[config.mk]
export PLATFORM = sky130hd
export DESIGN_NAME = upload_arbiter
export DESIGN_NICKNAME = d
export VERILOG_FILES = /design/src/rtl/upload_pkg.sv /design/src/rtl/upload_arbiter_rr_pick.sv /design/src/rtl/upload_arbiter.sv
export SDC_FILE = /design/constraint.sdc
export NUM_CORES = 1
export LEC_CHECK = 0
export ABC_CLOCK_PERIOD_IN_PS = 3120
export CAP_MARGIN = 25
export CORE_ASPECT_RATIO = 2
export CORE_UTILIZATION = 47
export CTS_CLUSTER_SIZE = 25
export DETAILED_ROUTE_END_ITERATION = 10
export HOLD_SLACK_MARGIN = 0.12
export PLACE_DENSITY = 0.87
export SLEW_MARGIN = 40
export SYNTH_ARGS = -nofsm -noshare
export SYNTH_HDL_FRONTEND = slang
export SYNTH_SLANG_ARGS = --single-unit
[constraint.sdc]
create_clock -name clk -period 3.12 [get_ports clk]
set_clock_uncertainty 0.15 [all_clocks]
set_input_delay 0.468 -clock clk [delete_from_list [all_inputs] [get_ports clk]]
set_output_delay 0.468 -clock clk [all_outputs]
set_load 0.03 [all_outputs]
[src/rtl/upload_pkg.sv]
// Shared definitions for the upload arbiter: FSM state encoding and the
// source-ID byte that each peripheral handler stamps on its upload beats.
package upload_pkg;

    localparam int UPLOAD_SRC_W = 8;

    localparam logic [UPLOAD_SRC_W-1:0] SRC_UART = 8'h01;
    localparam logic [UPLOAD_SRC_W-1:0] SRC_SPI  = 8'h02;
    localparam logic [UPLOAD_SRC_W-1:0] SRC_DSM  = 8'h03;
    localparam logic [UPLOAD_SRC_W-1:0] SRC_I2C  = 8'h04;

    typedef enum logic [1:0] {
        IDLE,
        GRANT,
        DRAIN,
        GAP
    } arb_state_e;

endpackage

[src/rtl/upload_arbiter_rr_pick.sv]
// Combinational round-robin search: returns the first set request bit found
// when scanning upward from 'start', wrapping modulo N.
module rr_pick #(
    parameter int N = 4,
    localparam int IW = (N > 1) ? $clog2(N) : 1
) (
    input  logic [N-1:0]  req,
    input  logic [IW-1:0] start,
    output logic [IW-1:0] idx,
    output logic          found
);

    logic [IW:0] pos;

    // Scanning from the far end lets the nearest hit overwrite later ones.
    always_comb begin
        idx   = '0;
        found = 1'b0;
        pos   = '0;
        for (int k = N - 1; k >= 0; k--) begin
            pos = {1'b0, start} + (IW + 1)'(k);
            if (pos >= (IW + 1)'(N)) begin
                pos = pos - (IW + 1)'(N);
            end
            if (req[pos[IW-1:0]]) begin
                idx   = pos[IW-1:0];
                found = 1'b1;
            end
        end
    end

endmodule

[src/rtl/upload_arbiter.sv]
// Packet-level round-robin arbiter merging handler upload streams onto the
// command processor's single upload port through a registered output beat.
module upload_arbiter
    import upload_pkg::*;
#(
    parameter int NUM_CH         = 4,
    parameter int DATA_W         = 8,
    parameter int TIMEOUT_CYCLES = 65535
) (
    input  logic                           clk,
    input  logic                           rst_n,
    input  logic [NUM_CH-1:0]              ch_upload_req,
    input  logic [NUM_CH-1:0]              ch_upload_valid,
    input  logic [NUM_CH*DATA_W-1:0]       ch_upload_data,
    input  logic [NUM_CH*UPLOAD_SRC_W-1:0] ch_upload_source,
    output logic [NUM_CH-1:0]              ch_upload_ready,
    output logic                           upload_req,
    output logic                           upload_valid,
    output logic [DATA_W-1:0]              upload_data,
    output logic [UPLOAD_SRC_W-1:0]        upload_source,
    input  logic                           upload_ready,
    output logic [$clog2(NUM_CH)-1:0]      grant_id,
    output logic                           busy,
    output logic                           timeout_pulse
);

    localparam int IDX_W = $clog2(NUM_CH);
    localparam int CNT_W = (TIMEOUT_CYCLES > 0) ? $clog2(TIMEOUT_CYCLES + 1) : 1;
    localparam logic [CNT_W-1:0] CNT_LAST = CNT_W'((TIMEOUT_CYCLES > 0) ? TIMEOUT_CYCLES - 1 : 0);

    arb_state_e               state_q, state_d;
    logic [IDX_W-1:0]         last_grant_q, last_grant_d;
    logic [IDX_W-1:0]         grant_id_q, grant_id_d;
    logic [CNT_W-1:0]         cnt_q, cnt_d;
    logic                     out_valid_q, out_valid_d;
    logic [DATA_W-1:0]        out_data_q, out_data_d;
    logic [UPLOAD_SRC_W-1:0]  out_source_q, out_source_d;
    logic                     busy_q, busy_d;

    logic [DATA_W-1:0]        data_arr [NUM_CH];
    logic [UPLOAD_SRC_W-1:0]  src_arr  [NUM_CH];
    logic [IDX_W-1:0]         rr_start, pick_idx;
    logic                     pick_found;
    logic                     in_grant, g_req, g_valid, ready_raw;
    logic                     accept, stall, timeout_hit, pkt_end;

    always_comb begin
        for (int i = 0; i < NUM_CH; i++) begin
            data_arr[i] = ch_upload_data[i*DATA_W +: DATA_W];
            src_arr[i]  = ch_upload_source[i*UPLOAD_SRC_W +: UPLOAD_SRC_W];
        end
    end

    assign rr_start = (last_grant_q == IDX_W'(NUM_CH - 1)) ? '0 : last_grant_q + 1'b1;

    rr_pick #(.N(NUM_CH)) u_rr_pick (
        .req   (ch_upload_req),
        .start (rr_start),
        .idx   (pick_idx),
        .found (pick_found)
    );

    // Granted-channel handshake; ready_raw never depends on the timeout so no loop forms.
    always_comb begin
        in_grant    = (state_q == GRANT);
        g_req       = ch_upload_req[grant_id_q];
        g_valid     = ch_upload_valid[grant_id_q];
        ready_raw   = !out_valid_q || upload_ready;
        accept      = in_grant && g_valid && ready_raw;
        stall       = in_grant && g_req && !accept;
        timeout_hit = (TIMEOUT_CYCLES != 0) && stall && (cnt_q == CNT_LAST);
        pkt_end     = in_grant && !g_req && !g_valid;
    end

    always_comb begin
        out_valid_d  = accept || (out_valid_q && !upload_ready);
        out_data_d   = accept ? data_arr[grant_id_q] : out_data_q;
        out_source_d = accept ? src_arr[grant_id_q] : out_source_q;
    end

    // Next-state logic; the exit path picks DRAIN only if a beat will still be held.
    always_comb begin
        state_d      = state_q;
        last_grant_d = last_grant_q;
        grant_id_d   = grant_id_q;
        cnt_d        = cnt_q;
        case (state_q)
            IDLE: begin
                if (pick_found) begin
                    state_d      = GRANT;
                    grant_id_d   = pick_idx;
                    last_grant_d = pick_idx;
                    cnt_d        = '0;
                end
            end
            GRANT: begin
                if (accept) begin
                    cnt_d = '0;
                end else if (stall) begin
                    cnt_d = cnt_q + CNT_W'(1);
                end
                if (pkt_end || timeout_hit) begin
                    state_d = out_valid_d ? DRAIN : GAP;
                end
            end
            DRAIN: begin
                if (out_valid_q && upload_ready) begin
                    state_d = GAP;
                end
            end
            GAP:     state_d = IDLE;
            default: state_d = IDLE;
        endcase
        busy_d = (state_d == GRANT) || (state_d == DRAIN);
    end

    always_comb begin
        ch_upload_ready = '0;
        if (in_grant && !timeout_hit) begin
            ch_upload_ready[grant_id_q] = ready_raw;
        end
        timeout_pulse = timeout_hit;
    end

    always_ff @(posedge clk or negedge rst_n) begin
        if (!rst_n) begin
            state_q      <= IDLE;
            last_grant_q <= IDX_W'(NUM_CH - 1);
            grant_id_q   <= '0;
            cnt_q        <= '0;
            out_valid_q  <= 1'b0;
            out_data_q   <= '0;
            out_source_q <= '0;
            busy_q       <= 1'b0;
        end else begin
            state_q      <= state_d;
            last_grant_q <= last_grant_d;
            grant_id_q   <= grant_id_d;
            cnt_q        <= cnt_d;
            out_valid_q  <= out_valid_d;
            out_data_q   <= out_data_d;
            out_source_q <= out_source_d;
            busy_q       <= busy_d;
        end
    end

    assign upload_req    = busy_q;
    assign busy          = busy_q;
    assign upload_valid  = out_valid_q;
    assign upload_data   = out_data_q;
    assign upload_source = out_source_q;
    assign grant_id      = grant_id_q;

endmodule

# Word level (Yosys, flattened, before mapping)

Index checks and enable logic that the tools add are counted.

Word-level logic and storage cells: 107
Input bits: 75
Output and inout port bits: 26
Flip-flop bits (word level): 40

Bitwise gates (word level): 2
Muxes and demuxes: 43
$lt $le $gt $ge: 11
Add/sub/neg operators: 9
Equal/unequal tests: 9
Reductions and logical operators: 25

Operators by type and width:

| cell                                                                          | number |
|---|---|
| 16-bit two-way mux                                                            | 3 |
| 8-bit binary-select mux with 2-bit select                                     | 2 |
| 8-bit two-way mux                                                             | 4 |
| 16-bit one-hot mux with 2 select lines                                        | 1 |
| 2-bit two-way mux                                                             | 12 |
| 16-bit by 1-bit adder with 16-bit output (second input constant)              | 1 |
| 16-bit == test (second input constant)                                        | 1 |
| 2-bit by 3-bit less-than comparator with 1-bit output (second input constant) | 5 |
| 1-bit binary-select mux with 2-bit select                                     | 6 |
| 3-bit >= comparator (second input constant)                                   | 4 |
| 1-bit two-way mux                                                             | 12 |
| 1-bit logical AND                                                             | 11 |
| 2-bit == test (second input constant)                                         | 4 |
| 2-bit one-hot mux with 4 select lines                                         | 1 |
| 2-bit by 1-bit subtractor with 2-bit output (second input constant)           | 4 |
| 2-bit by 2-bit adder with 3-bit output (second input constant)                | 2 |
| 1-bit zero test                                                               | 6 |
| 4-bit AND                                                                     | 1 |
| 2-bit by 1-bit == test with 1-bit output (second input constant)              | 2 |
| 1-bit logical OR                                                              | 4 |
| 4-bit two-way mux                                                             | 1 |
| 2-bit by 1-bit adder with 3-bit output (second input constant)                | 1 |
| 2-bit by 3-bit >= comparator with 1-bit output (second input constant)        | 1 |
| 3-bit by 1-bit != test with 1-bit output (second input constant)              | 1 |
| 9 further kinds                                                               | 9 |

# Longest topological paths before layout

Gate-level depths: netlist of run 1.

Word-level depth: 15
Mapped depth: 8
Depth with buffers taken out: 8

# By module

Synthesis of run 1 repeated with hierarchy kept, for this count alone.

Cell total of the unflattened synthesis: 268
Area total of the unflattened synthesis: 2570.0 µm²

By module, submodules not included:

| module         | seq. area each (µm²) | area an instance (µm²) | times used | cells an instance |
|---|---|---|---|---|
| upload_arbiter | 1003.5               | 2492.4                 | 1          | 255 |
| rr_pick        | 0.0                  | 77.6                   | 1          | 13 |

# Worst setup path after synthesis of run 1

No wires, ideal clock.

Path kind: reg-to-output
Start: register grant_id_q[1] (netlist: grant_id[1])
End: output ch_upload_ready[0]
Data required time: 2.502 ns
Cell stages (with the launch flop): 8
Arrival: 2.257 ns
Path buffers: 1
Path slack: 0.245 ns
Cell sequence: dfrtp_1 buf_4 mux2i_1 or3_1 and3_1 nand2_1 o31ai_1 nor3_1

Longest elaborated chain between the ends: 10
Elaborated cells between the ends (all ways): 19
Classes of those cells: order compare (2); mux (7); bitwise (1); reduce/logical (9)

Ends and longest elaborated chain:

| what                                                                                          | line                  | text |
|---|---|---|
| start: declaration                                                                            | upload_arbiter.sv:33  | `logic [IDX_W-1:0] grant_id_q, grant_id_d;` |
| start signal: assignment                                                                      | upload_arbiter.sv:138 | `grant_id_q <= grant_id_d;` |
| branches (longest 9 deep; another with 2-bit by 3-bit less-than comparator with 1-bit output) | n/a                   |  |
| 4-bit two-way mux (*)                                                                         | upload_arbiter.sv:119 | `if (in_grant && !timeout_hit) begin` |
| end: declaration                                                                              | upload_arbiter.sv:16  | `output logic [NUM_CH-1:0] ch_upload_ready,` |

Mark *: on every way between the ends. The select of a mux whose other input is x is not followed.

# Final worst setup path of run 1

Start: input ch_upload_valid[1]
End: output ch_upload_ready[2]

Longest elaborated chain between the ends: 10

Ends and longest elaborated chain:

| what                                      | line                  | text |
|---|---|---|
| start: declaration                        | upload_arbiter.sv:13  | `input logic [NUM_CH-1:0] ch_upload_valid,` |
| 1-bit binary-select mux with 2-bit select | upload_arbiter.sv:67  | `g_valid = ch_upload_valid[grant_id_q];` |
| 1-bit two-way mux (not written as such)   | upload_arbiter.sv:67  |  |
| 1-bit logical AND (2 in series)           | upload_arbiter.sv:69  | `accept = in_grant && g_valid && ready_raw;` |
| 1-bit zero test                           | upload_arbiter.sv:70  | `stall = in_grant && g_req && !accept;` |
| 1-bit logical AND                         | upload_arbiter.sv:70  |  |
| 1-bit logical AND                         | upload_arbiter.sv:71  | `timeout_hit = (TIMEOUT_CYCLES != 0) && stall && (cnt_q == CNT_LAST);` |
| 1-bit zero test                           | upload_arbiter.sv:119 |  |
| 1-bit logical AND                         | upload_arbiter.sv:119 |  |
| 4-bit two-way mux                         | upload_arbiter.sv:119 |  |

Every way passes these cells. The select of a mux whose other input is x is not followed.

==> results of run 1 <==
[registers in the layout, summed over array words and instances (netlist names)]
name	cells
upload_data	8
cnt_q	16
grant_id	2
upload_source	8
upload_valid	1
state_q	2
busy	1
last_grant_q	2
[routing by layer]
layer,routed length (um),up-vias,global-route usage [%]
met1,2410,1106,31.0
met4,157,0,9.40
met3,281,14,3.65
met5,0,-,0
met2,3880,88,47.8
li1,-,1054,-
[Yosys cell counts, drive strengths merged, types with 3 or more instances]
| cell | instances |
|---|---|
| a21o | 7 |
| nand4 | 3 |
| mux2 | 16 |
| mux4 | 17 |
| a21oi | 11 |
| mux2i | 3 |
| nand3 | 6 |
| buf | 6 |
| o21ai | 20 |
| nand2 | 26 |
| ha | 3 |
| nor3 | 12 |
| and3 | 3 |
| nor2 | 14 |
| dfrtp | 38 |
| inv | 7 |
| or3 | 5 |
| clkbuf | 5 |
| nand2b | 3 |
[cell families (layout without fill, tap and decap cells)]
| logic type | after synthesis | in the layout | synth area share (%) |
|---|---|---|---|
| AO/OA/AOI/OAI | 47 | 47 | 11.8 |
| XOR/XNOR | 4 | 4 | 1.43 |
| adder cells (fa/ha/maj) | 3 | 3 | 1.54 |
| buffers and inverters | 18 | 123 | 3.53 |
| flip-flops | 40 | 40 | 41.0 |
| multiplexers | 36 | 36 | 24.3 |
| AND/OR/NAND/NOR | 80 | 80 | 16.4 |
[final timing paths]
check | endpoint | slack, ps | cells past startpoint
max | ch_upload_ready[2] | 140 | 9
min | cnt_q[14] | 350 | 1
max reg2reg | cnt_q[3] | 740 | 7
min reg2reg | cnt_q[14] | 350 | 1
max in group asynchronous | last_grant_q[1] | 1920 | 2
min in group asynchronous | cnt_q[9] | 530 | 2
[report_power, final]
part / switching (mW) / internal (mW)
clock network: 0.197 / 0.241
logic: 0.971 / 0.887
registers: 0.128 / 0.697
total: 1.30 / 1.82
[critical path, delay by kind of cell]
family / cells / cell delay [ps]
AO/OA/AOI/OAI: 1 / 100
buffers and inverters: 3 / 810
multiplexers: 1 / 90
AND/OR/NAND/NOR: 4 / 890
[per-stage QoR]
step | hold slack, ps | utilization, %
6_report | 350 | 73.2
5_1_grt | 362 | 73.2
4_1_cts | 348 | 73.1
3_5_place_dp | 327 | 70.6
3_3_place_gp | 311 | 70.5
2_1_floorplan | 22.4 | -
[layout make-up]
class / instances / area, um2
clock buffers: 5 / 68.8
clock inverters: 3 / 46.3
fillers: 341 / 1330
inverters: 7 / 26.3
multi-input cells: 170 / 1360
flip-flops and latches: 40 / 1000
well taps: 57 / 71.3
repair buffers: 108 / 1050
[what timing repair did]
action                                 4_1_cts  5_1_grt
setup endpoints to repair                    0        1
setup buffers                                0        0
resized for setup                            0        1
hold buffers                                 1        0
endpoints found under the hold margin       38        0
==> impl_results.md, run 1 <==
- Dpl cells: 381
- IO Count: 101
- Max-slew violation count: 0
- CP startpoint: ch_upload_valid[1]
- Placed cell area: 0.00350 mm2
- Flops & latches, synth: 40
- # setup viols final: 0
- Mean Syn Cell Area: 10.7 um2
- Commonest non-fill, non-tap cells in the layout: clkdlybuf4s50_1 (94), dfrtp_1 (38), nand2_1 (26), mux4_2 (17)
- Total number of vias: 2262
- Post-synth EDFFs: 0
- Worst-margin pin slew: 567 ps
- Yosys top cell area share: 38.9%
- Die Span Y: 104 um
- Fmax: 0.336 GHz
- Tcrit/Tclk final: 95.4%
- Most frequent standard cell in the layout excluding fill and tap cells: clkdlybuf4s50_1
- Max_slew headroom: 62.0%
- Grt ovf: 0
- Syn Std Cell Area: 0.00244 mm2
- Nets@finish: 410
- Post-synth cell types: 40
- Worst-path clk slew: 90 ps
- Starting Density: 49.3%
- Crit path max-delay cell type: clkdlybuf4s50_1
- Lkg Pwr: 1.50 nW
- First-pass GRT wire length: 10.9 mm
- Diode count: 0
- Avg WL per Cell: 17.3 um
- Port Buffer Count: 100
- Largest net degree at the start of global routing: 41
- Crit path time final: 2980 ps
- Number of max-cap violations: 0
- DRT Pass-1 Iters: 4
- WS Path Type: input port to primary output
- Area contributors post-synth: dfrtp_1 (39%), mux4_2 (16%), mux2_2 (7.4%)
- Total wire length: 6.73 mm
- Setup Total Neg Slack: 0 ps
- Status: finished, final reports clean
- RSZ-0062 raised after global routing: no
- Vias in the first global route: 2360
- Post-route setup slack: 143 ps
- Hold Fails Final Rpt: 0
- Root Driver: clkbuf_8
- CTS tree: done
- CTS sink cnt: 40
- Setup WS pre-CTS: 37.4 ps
- Sequential element share of the synthesized area: 41.0%
- Hold Crit Class: flop to flop
- Synthesis Warnings: 0
- First DRT Iteration DRCs: 95
- Full die area: 0.00551 mm2
- CP most frequent cell: buf_4
- Mapped Cells: 228
- Htree depth: 2
- Worst-Skew Late Latency: 300 ps
- Worst path cell trace: clkdlybuf4s50_1, mux2i_1, or3_4, and3_1, nand2_1, o31ai_1, buf_4, nor3_1, buf_4
- GP Congestion: 0.830
- Maximum fanout along the worst path: 4
- Fin area: 0.00362 mm2
- CTS Buffer Depth: 2
- Overall Power: 3.12 mW
- # DRC: 0
- Die W: 53 um
- CP Launch Type: input port
- Area grow syn2layout: 48.3%
- CP Data Required Time: 2500 ps
- Initial antenna violation count: 0
- Fin cells: 390
- Global Route Usage Sum: 26.8%
- Post-synth ARST share: 100%
- Total CTS buffers: 5
- Post-synth top area cell: dfrtp_1
- Post-synth top flop: dfrtp_1
- Via-to-Cell Ratio: 5.80
- Share of layout cells above drive strength 1: 18.0%
- Rows: 36
- Peak VDD IR: 1.02 mV
- Core ar.: 0.00495 mm2
- Synth Net Count: 306
- Slowest cell delay on critical path: 460 ps
- Pwr/cell area: 861 mW/mm2
- Worst Min Path Start: cnt_q[14]
- Reg2reg start: grant_id[1]
- Post-DRT Antenna Nets: 0
- CP Data Arrival Time: 2360 ps
- Worst setup EP type: primary output
- Post-DP HPWL: 5.11 mm
Power figures use the tool's default switching activity.
==> run 2, diff against run 1 <==
--- a/config.mk
+++ b/config.mk
@@ -12,7 +12,7 @@
 export CTS_CLUSTER_SIZE = 25
 export DETAILED_ROUTE_END_ITERATION = 10
 export HOLD_SLACK_MARGIN = 0.12
-export PLACE_DENSITY = 0.87
+export PLACE_DENSITY = 0.88
 export SLEW_MARGIN = 40
 export SYNTH_ARGS = -nofsm -noshare
 export SYNTH_HDL_FRONTEND = slang
==> impl_results.md, run 2 (synthesized netlist as in run 1, its figures left out) <==
- Status: finished, final reports clean
- Htree depth: 2
- Hold Crit Class: flop to flop
- Overall Power: 3.14 mW
- Worst-path clk slew: 80 ps
- Share of layout cells above drive strength 1: 18.4%
- Fmax: 0.333 GHz
- Initial antenna violation count: 0
- Total CTS buffers: 5
- CTS sink cnt: 40
- Worst setup EP type: primary output
- Commonest non-fill, non-tap cells in the layout: clkdlybuf4s50_1 (94), dfrtp_1 (37), nand2_1 (26), mux4_2 (17)
- # DRC: 0
- Register with the most flip-flops: cnt_q
- Hold Fails Final Rpt: 0
- First DRT Iteration DRCs: 57
- Vias in the first global route: 2464
- Max-slew violation count: 0
- Post-DRT Antenna Nets: 0
- Via-to-Cell Ratio: 5.93
- CP Data Required Time: 2500 ps
- Lkg Pwr: 1.49 nW
- WS Path Type: input port to primary output
- Area grow syn2layout: 48.1%
- Nets@finish: 409
- Core ar.: 0.00495 mm2
- Most frequent standard cell in the layout excluding fill and tap cells: clkdlybuf4s50_1
- GP Congestion: 0.781
- Crit path time final: 3010 ps
- Worst-Skew Late Latency: 300 ps
- Number of max-cap violations: 0
- Global Route Usage Sum: 28.5%
- CTS tree: done
- Tcrit/Tclk final: 96.4%
- Diode count: 0
- Maximum fanout along the worst path: 4
- Avg WL per Cell: 18.2 um
- DRT Pass-1 Iters: 4
- Largest net degree at the start of global routing: 41
- Pwr/cell area: 867 mW/mm2
- Peak VDD IR: 1.03 mV
- Post-DP HPWL: 5.47 mm
- CP Data Arrival Time: 2390 ps
- Root Driver: clkbuf_8
- # setup viols final: 0
- Die W: 53 um
- Rows: 36
- Port Buffer Count: 100
- Full die area: 0.00551 mm2
- IO Count: 101
- Max reg flops: 16
- First-pass GRT wire length: 11.4 mm
- Setup Total Neg Slack: 0 ps
- Area of the multi-input gates: 0.00136 mm2
- Total wire length: 7.07 mm
- Seq. cell area: 0.00100 mm2
- Hold slack: 339 ps
- RSZ-0062 raised after global routing: no
- Die Span Y: 104 um
- Worst-margin pin slew: 704 ps
- CTS Buffer Depth: 2
- CP Launch Type: input port
- Total number of vias: 2306
- Starting Density: 49.3%
- # fillers: 361
- Max_slew headroom: 53.0%
- Grt ovf: 0
-- run 2: cell count changes in the layout (fill, tap and decap cells not counted), sizes merged --
| cell | previous run | this run |
|---|---|---|
| buf | 12 | 11 |
| clkinv | 0 | 1 |
| inv | 8 | 7 |
-- run 2: power breakdown --
part	internal, mW	switching [mW]	leakage (nW)
Clock	0.237	0.186	0.0541
Combinational	0.879	0.992	0.935
Sequential	0.699	0.145	0.502
-- run 2: repair_timing --
action	CTS	global route
setup buffers	0	0
hold buffers	1	0
resized for setup	0	3
endpoints found under the setup margin	0	2
endpoints found under the hold margin	38	0
-- run 2: worst max-delay path, stage by stage --
cell and delay (ps):
clkdlybuf4s50_1 450, mux2i_1 80, or3_4 410, and3_1 220, nand2_1 100, buf_4 120
o31ai_1 70, buf_4 160, nor3_1 140, buf_4 190
-- run 2: path summary, 6_finish.rpt --
| path | from | end | slack [ps] | cells after the start |
|---|---|---|---|---|
| setup / recovery | ch_upload_valid[3] | ch_upload_ready[2] | 110 | 10 |
| setup reg to reg | grant_id[1] | cnt_q[14] | 820 | 7 |
| hold reg to reg | cnt_q[14] | cnt_q[14] | 340 | 1 |
| max in group asynchronous | rst_n | grant_id[0] | 1920 | 2 |
| hold / removal | cnt_q[14] | cnt_q[14] | 340 | 1 |
| min in group asynchronous | rst_n | cnt_q[9] | 520 | 2 |
-- run 2: cell type report --
cell class,count,share of cell area (%)
Clock buffer,5,1.90
Clock inverter,3,1.18
Inverter,7,0.726
Multi-Input combinational cell,170,37.6
Sequential cell,40,27.8
Tap cell,57,1.97
Timing Repair Buffer,107,28.9
-- run 2: through the flow --
stage	area [um2]	utilization [%]	cells	setup slack (ps)
finish	3620	73.1	389	113
global route	3620	73.1	389	14.0
floorplan	2440	-	228	245
CTS	3610	72.9	389	50.7
detailed placement	3490	70.4	380	72.9
global placement	3490	70.4	380	103
-- run 2: metal layers --
metal	track usage (%)	part of all wire [%]	vias up	wire [um]
li1	-	-	1054	-
met1	26.8	32	1137	2290
met2	53.4	58	89	4120
met3	5.12	4.7	26	330
met4	14.7	4.6	0	327
met5	0	0	-	0
